`src/rtl/svmod_pkg.sv`:
```
// Shared types and default constants for the ICE break sequencer.
package svmod_pkg;

    // Width of the shared sequencing / timeout counter
    localparam int TMR_W        = 10;

    // Default sequencing constants
    localparam int WAKE_CYC_DEF = 4;
    localparam int ACK_TMO_DEF  = 1023;
    localparam int PERI_DLY_DEF = 2;

    typedef enum logic [2:0] {
        IDLE  = 3'd0,
        WAKE  = 3'd1,
        REQ   = 3'd2,
        BREAK = 3'd3,
        REL   = 3'd4,
        OPBRK = 3'd5
    } state_t;

endpackage

```
`src/rtl/sv_ack_timer.sv`:
```
// Clear/enable counter that saturates at SAT, with a compare against a
// selectable terminal count. Drives wake length, peripheral delay and the
// ack timeouts of the break sequencer.
module sv_ack_timer
    import svmod_pkg::*;
#(
    parameter int               W   = TMR_W,
    parameter logic [W-1:0]     SAT = '1
) (
    input  logic         clk,
    input  logic         clr,
    input  logic         en,
    input  logic [W-1:0] tc_val,
    output logic [W-1:0] cnt,
    output logic         tc
);

    // Count up while enabled, hold at the saturation value, clear has priority
    always_ff @(posedge clk) begin
        if (clr)
            cnt <= '0;
        else if (en && (cnt != SAT))
            cnt <= cnt + 1'b1;
    end

    assign tc = (cnt == tc_val);

endmodule

```
`src/rtl/svmod_break_seq.sv`:
```
// ICE-side break sequencer: wake from standby, request SV mode, hold the
// break, release, with ack timeouts. MONSVMOD is the acknowledge.
// Optional break-entry counter enabled by defining SVMOD_BRKCNT_EN.
module svmod_break_seq
    import svmod_pkg::*;
#(
    parameter int WAKE_CYC = WAKE_CYC_DEF,
    parameter int ACK_TMO  = ACK_TMO_DEF,
    parameter int PERI_DLY = PERI_DLY_DEF
) (
    input  logic        CLK,
    input  logic        RESET,
    input  logic        BRKREQ,
    input  logic        OPBRKREQ,
    input  logic        RUNREQ,
    input  logic        PERI0EN,
    input  logic        PERI1EN,
    input  logic        STBMD,
    input  logic        MONSVMOD,
`ifdef SVMOD_BRKCNT_EN
    input  logic        BRKCNTCLR,
    output logic [15:0] BRKCNT,
`endif
    output logic        SVMODI,
    output logic        SVMODIPERI1,
    output logic        SVMODIPERI2,
    output logic        SVMODOPBRK,
    output logic        STBRELESV,
    output logic        BRKSTAT,
    output logic        OPBSTAT,
    output logic        TMOERR
);

    localparam logic [TMR_W-1:0] WAKE_TC  = TMR_W'(WAKE_CYC - 1);
    localparam logic [TMR_W-1:0] ACK_TC   = TMR_W'(ACK_TMO - 1);
    localparam logic [TMR_W-1:0] ACK_SAT  = TMR_W'(ACK_TMO);
    localparam logic [TMR_W:0]   PERI_THR = (TMR_W+1)'(PERI_DLY);

    state_t             state, state_nxt;
    logic               tmo_hit;
    logic               opb_hold, opb_nxt;
    logic               peri_ok;
    logic               tmr_clr;
    logic [TMR_W-1:0]   tmr_cnt, tmr_tc_val;
    logic               tmr_tc;

    // WAKE measures its own length; every other state compares against the ack timeout
    assign tmr_tc_val = (state == WAKE) ? WAKE_TC : ACK_TC;
    // Counter restarts on every state change, including reset
    assign tmr_clr    = RESET || (state_nxt != state);

    sv_ack_timer #(
        .W   (TMR_W),
        .SAT (ACK_SAT)
    ) u_tmr (
        .clk    (CLK),
        .clr    (tmr_clr),
        .en     (1'b1),
        .tc_val (tmr_tc_val),
        .cnt    (tmr_cnt),
        .tc     (tmr_tc)
    );

    // Next-state decode; tmo_hit flags an expired ack wait
    always_comb begin
        state_nxt = state;
        tmo_hit   = 1'b0;
        case (state)
            IDLE: begin
                if (BRKREQ)
                    state_nxt = STBMD ? WAKE : REQ;
                else if (OPBRKREQ)
                    state_nxt = OPBRK;
            end
            WAKE: begin
                if (tmr_tc)
                    state_nxt = REQ;
            end
            REQ: begin
                if (MONSVMOD)
                    state_nxt = BREAK;
                else if (tmr_tc) begin
                    state_nxt = IDLE;
                    tmo_hit   = 1'b1;
                end
            end
            BREAK: begin
                if (RUNREQ)
                    state_nxt = REL;
            end
            REL: begin
                if (!MONSVMOD)
                    state_nxt = IDLE;
                else if (tmr_tc) begin
                    state_nxt = IDLE;
                    tmo_hit   = 1'b1;
                end
            end
            OPBRK: begin
                // A full break request takes precedence over resume
                if (BRKREQ)
                    state_nxt = STBMD ? WAKE : REQ;
                else if (RUNREQ)
                    state_nxt = IDLE;
            end
            default: state_nxt = IDLE;
        endcase
    end

    // Track an open break escalated to a full break: its stop line is held until REL
    always_comb begin
        opb_nxt = opb_hold;
        if ((state == OPBRK) && ((state_nxt == WAKE) || (state_nxt == REQ)))
            opb_nxt = 1'b1;
        else if ((state_nxt == REL) || (state_nxt == IDLE))
            opb_nxt = 1'b0;
    end

    // Peripheral stops follow PERI_DLY cycles into BREAK (counter value of the next cycle)
    always_comb begin
        peri_ok = 1'b0;
        if (state_nxt == BREAK) begin
            if (state != BREAK)
                peri_ok = (PERI_DLY == 0);
            else
                peri_ok = (({1'b0, tmr_cnt} + (TMR_W+1)'(1)) >= PERI_THR);
        end
    end

    // State register and registered outputs, all decoded from the next state
    always_ff @(posedge CLK) begin
        if (RESET) begin
            state       <= IDLE;
            opb_hold    <= 1'b0;
            SVMODI      <= 1'b0;
            SVMODIPERI1 <= 1'b0;
            SVMODIPERI2 <= 1'b0;
            SVMODOPBRK  <= 1'b0;
            STBRELESV   <= 1'b0;
            BRKSTAT     <= 1'b0;
            OPBSTAT     <= 1'b0;
            TMOERR      <= 1'b0;
        end else begin
            state       <= state_nxt;
            opb_hold    <= opb_nxt;
            SVMODI      <= (state_nxt == REQ) || (state_nxt == BREAK);
            SVMODIPERI1 <= peri_ok && PERI1EN;
            SVMODIPERI2 <= peri_ok && PERI0EN;
            SVMODOPBRK  <= (state_nxt == OPBRK) ||
                           (opb_nxt && ((state_nxt == WAKE) || (state_nxt == REQ) ||
                                        (state_nxt == BREAK)));
            STBRELESV   <= (state_nxt == WAKE);
            BRKSTAT     <= (state_nxt == BREAK);
            OPBSTAT     <= (state_nxt == OPBRK);
            // A fresh timeout wins over a simultaneous resume
            if (tmo_hit)
                TMOERR <= 1'b1;
            else if (RUNREQ)
                TMOERR <= 1'b0;
        end
    end

`ifdef SVMOD_BRKCNT_EN
    logic brk_entry;
    assign brk_entry = (state_nxt == BREAK) && (state != BREAK);

    // Saturating count of BREAK entries; a clear coinciding with an entry leaves 1
    always_ff @(posedge CLK) begin
        if (RESET)
            BRKCNT <= 16'd0;
        else if (BRKCNTCLR)
            BRKCNT <= brk_entry ? 16'd1 : 16'd0;
        else if (brk_entry && (BRKCNT != 16'hFFFF))
            BRKCNT <= BRKCNT + 16'd1;
    end
`endif

endmodule

```
`config.mk`:
```
export PLATFORM = sky130hd
export DESIGN_NAME = svmod_break_seq
export DESIGN_NICKNAME = d
export VERILOG_FILES = /design/src/rtl/svmod_pkg.sv /design/src/rtl/sv_ack_timer.sv /design/src/rtl/svmod_break_seq.sv
export SDC_FILE = /design/constraint.sdc
export NUM_CORES = 1
export LEC_CHECK = 0
export CAP_MARGIN = 25
export CELL_PAD_IN_SITES_DETAIL_PLACEMENT = 1
export CELL_PAD_IN_SITES_GLOBAL_PLACEMENT = 1
export CORE_MARGIN = 8
export CORE_UTILIZATION = 38
export CTS_BUF_LIST = sky130_fd_sc_hd__clkbuf_16
export DETAILED_ROUTE_END_ITERATION = 8
export PLACE_DENSITY_LB_ADDON = 0.1
export SETUP_SLACK_MARGIN = 0.02
export SLEW_MARGIN = 20
export SYNTH_ARGS = -nofsm -noshare
export SYNTH_HDL_FRONTEND = slang
export SYNTH_HIERARCHICAL = 1
export SYNTH_SLANG_ARGS = --single-unit
```
`constraint.sdc`:
```
create_clock -name CLK -period 3.6 [get_ports CLK]
set_clock_uncertainty 0.15 [all_clocks]
set_input_delay 0.9 -clock CLK [delete_from_list [all_inputs] [get_ports CLK]]
set_output_delay 0.9 -clock CLK [all_outputs]
set_load 0.005 [all_outputs]
```
==> impl_metrics.yaml <==
route:
  first_pass_iters: 4
  drt_wl_total_um: 3600
  route.detailed.drc: 0
  wl_per_cell_um: 15.8
  ant_nets: 0
  initialDrtViolationCount: 41
  via_count: 1202
  via_per_inst: 5.27
cells_and_area:
  fillers: 425
  seq_area_um2: 440
  finalNetCount: 193
  multi_input_area_um2: 976
  drive_gt1_share_pct: 18.9
  layout_commonest_cell: "dfxtp_1"
  antenna_cells: 0
  final_cell_mix: "22 x dfxtp_1, 17 x nor2_1, 16 x clkdlybuf4s50_1"
  area_growth_pct: 22.1
power_and_ir_drop:
  swShare_pct: 30.6
  pwr_density_cell_nw_per_um2: 422
  p_clk_share_pct: 31.0
  pwr-share-seq_pct: 36.2
  p_comb_share_pct: 32.7
  leakage_nw: 0.692
  p_sw_w: 0.000232
  intPower_w: 0.000528
  ir_worst_vdd_mv: 0.202
  finalPower_w: 0.000760
setup_path:
  crit_chain: "or3_4 > inv_1 > xnor2_1 > nand4_1 > nor4_4 > nor2_1 > a221oi_2 > nor2_1 > o311ai_2 > buf_4 > a31oi_1 > o21a_1"
  crit_type: "register to register"
  cp_num_buf_inv: 2
  cp.required_ps: 3600
  crit_arrival_ps: 3150
  slowest_delay_ps: 470
  cp_common_cell: "nor2_1"
  worst_path_max_delay_cell: "or3_4"
  cp_top_family: "simple AND/OR/NAND/NOR gates"
  startpoint: "state[2]"
  path_max_fanout: 10
  startpoint_type: "register"
  end_kind: "register"
  r2r_start: "state[2]"
timing:
  setup_viol: 0
  max_freq_mhz: 317
  slew_violations: 0
  period_needed_ps: 3150
  tns_ps: 0
  rsz0062_at_grt: "false"
  fin_crit_sh_pct: 87.5
  hold_viol: 0
synthesis:
  seq_area_frac_synth_pct: 29.9
  synth-seq-cells: 22
  yosys_warnings: 6
  synth_area_um2: 1480
  synth_edf_count: 0
  avgSynthCellArea_um2: 9.52
  ys.flop_type: "dfxtp_1"
  ys_types: 60
  ys_async_sr_fraction_pct: 0
  synthCells: 155
placed_design:
  gp_congestion: 0.793
  portBuffers: 16
  hpwl_um: 2770
run:
  max_cap_viol_count: 0
floorplanning:
  die-width_um: 78.3
  io-pin-count: 17
  num_rows: 22
  start_util_pct: 40.0
  dieHeight_um: 78.3
  core_um2: 3690
  design.die.area_um2: 6130
grt:
  grt_use_met3_pct: 2.73
  grt_pass1_wl_um: 6180
  met2_usage_pct: 19.0
  grt_busiest_layer: "met2"
  grt_max_degree: 13
  overflow: 0
  grt_usage_pct: 12.4
  grt_pass1_vias: 1268
  grt_antenna_before_repair: 0
  grt_use_met1_pct: 16.3
clocking:
  root_buffer: "clkbuf_16"
  cts_buffer_depth: 2
  numCtsBuffers: 3
  htree_num_levels: 1
  cts_tree: "done"
  clkSinkCount: 22
  clk_pin_slew_ps: 60
  worst_skew_pair.late_latency_ps: 250
worst_hold_path:
  worstHoldStart: "TMOERR"
  hold_class: "register to register"
run_status:
  status: "completed"
==> final cells by class <==
cell class,instances,area share [%]
sequential,22,24.4
timing repair buffer,23,11.8
inverter,9,1.87
clock inverter,1,0.208
clock buffer,3,4.17
multi-input combinational,122,54.2
tap,48,3.33
==> final timing paths <==
check / endpoint / cells past startpoint / slack [ps]
hold / removal: TMOERR / 2 / 370
setup / recovery: u_tmr/cnt[6] / 12 / 450
setup reg to reg: u_tmr/cnt[6] / 12 / 450
hold reg to reg: TMOERR / 2 / 370
==> power groups by stage <==
stage	Sequential, W	Combinational [W]	Clock [W]
after floorplan	0.000277	0.000176	0
final	0.000275	0.000249	0.000236
after global routing	0.000278	0.000274	0.000253
after detailed placement	0.000281	0.000247	0
after CTS	0.000275	0.000249	0.000243
after global placement	0.000280	0.000242	0
==> sequential cells by signal, summed over array words and instances, names as in the netlist <==
name         count
BRKSTAT          1
OPBSTAT          1
STBRELESV        1
SVMODI           1
SVMODIPERI1      1
SVMODIPERI2      1
SVMODOPBRK       1
TMOERR           1
opb_hold         1
state            3
u_tmr/cnt       10
==> per-layer routing <==
metal / vias up / wire [µm]
li1: 613 / -
met1: 568 / 1870
met4: 0 / 59
met3: 6 / 84
met2: 15 / 1580
met5: - / 0
==> synth_stat cells, drive strengths merged, types with 2 or more instances <==
cell type / n / area (µm²)
dfxtp: 22 / 440
nand2: 5 / 26.3
xnor2: 9 / 78.8
a31oi: 2 / 12.5
nand4: 3 / 33.8
clkbuf: 2 / 8.75
nor2: 17 / 63.8
mux2i: 2 / 20.0
xor2: 5 / 43.8
nand3: 9 / 57.6
nand2b: 2 / 12.5
nor2b: 2 / 12.5
nor4: 5 / 31.3
buf: 4 / 50.1
o21ba: 2 / 20.0
and4b: 2 / 20.0
and2: 3 / 20.0
nor3: 6 / 40.0
ha: 3 / 37.5
o311ai: 2 / 25.0
a211oi: 3 / 27.5
a21oi: 6 / 30.0
inv: 9 / 33.8
or3: 3 / 21.3
a32oi: 2 / 25.0
o21ai: 4 / 20.0
a221oi: 2 / 41.3
==> through the flow <==
step | instances | setup WS [ps] | hold slack [ps] | util (%) | area [µm²]
2_1_floorplan | 159 | 91.5 | 326 | - | 1510
3_3_place_gp | 223 | 367 | 356 | 46.4 | 1710
3_5_place_dp | 223 | 239 | 358 | 46.4 | 1710
4_1_cts | 227 | 217 | 373 | 48.5 | 1790
5_1_grt | 228 | 188 | 411 | 48.8 | 1800
6_report | 228 | 450 | 367 | 48.8 | 1800
==> cells by family (layout without fill, tap and decap cells) <==
family / count (synthesis) / in the layout / synth area share, %
xor gates and xnor gates: 14 / 14 / 8.31
AOI/OAI and AO/OA: 32 / 32 / 20.8
buffers and inverters: 15 / 36 / 6.28
other: 1 / 5 / 0.254
and+or+nand+nor: 65 / 65 / 29.6
muxes: 3 / 3 / 2.37
adders and majority gates: 3 / 3 / 2.54
DFF: 22 / 22 / 29.9
==> what timing repair did <==
action                                  4_1_cts  5_1_grt
endpoints found under the setup margin        0        1
hold buffers                                  0        0
setup buffers                                 0        1
gates resized for setup                       0        1
==> worst min-delay path, delay by kind of cell, from the launching register on <==
family,cells,cell delay [ps]
flops,1,330
simple gates,1,80
compound gates,1,70
(Power assumes the default switching activity.)
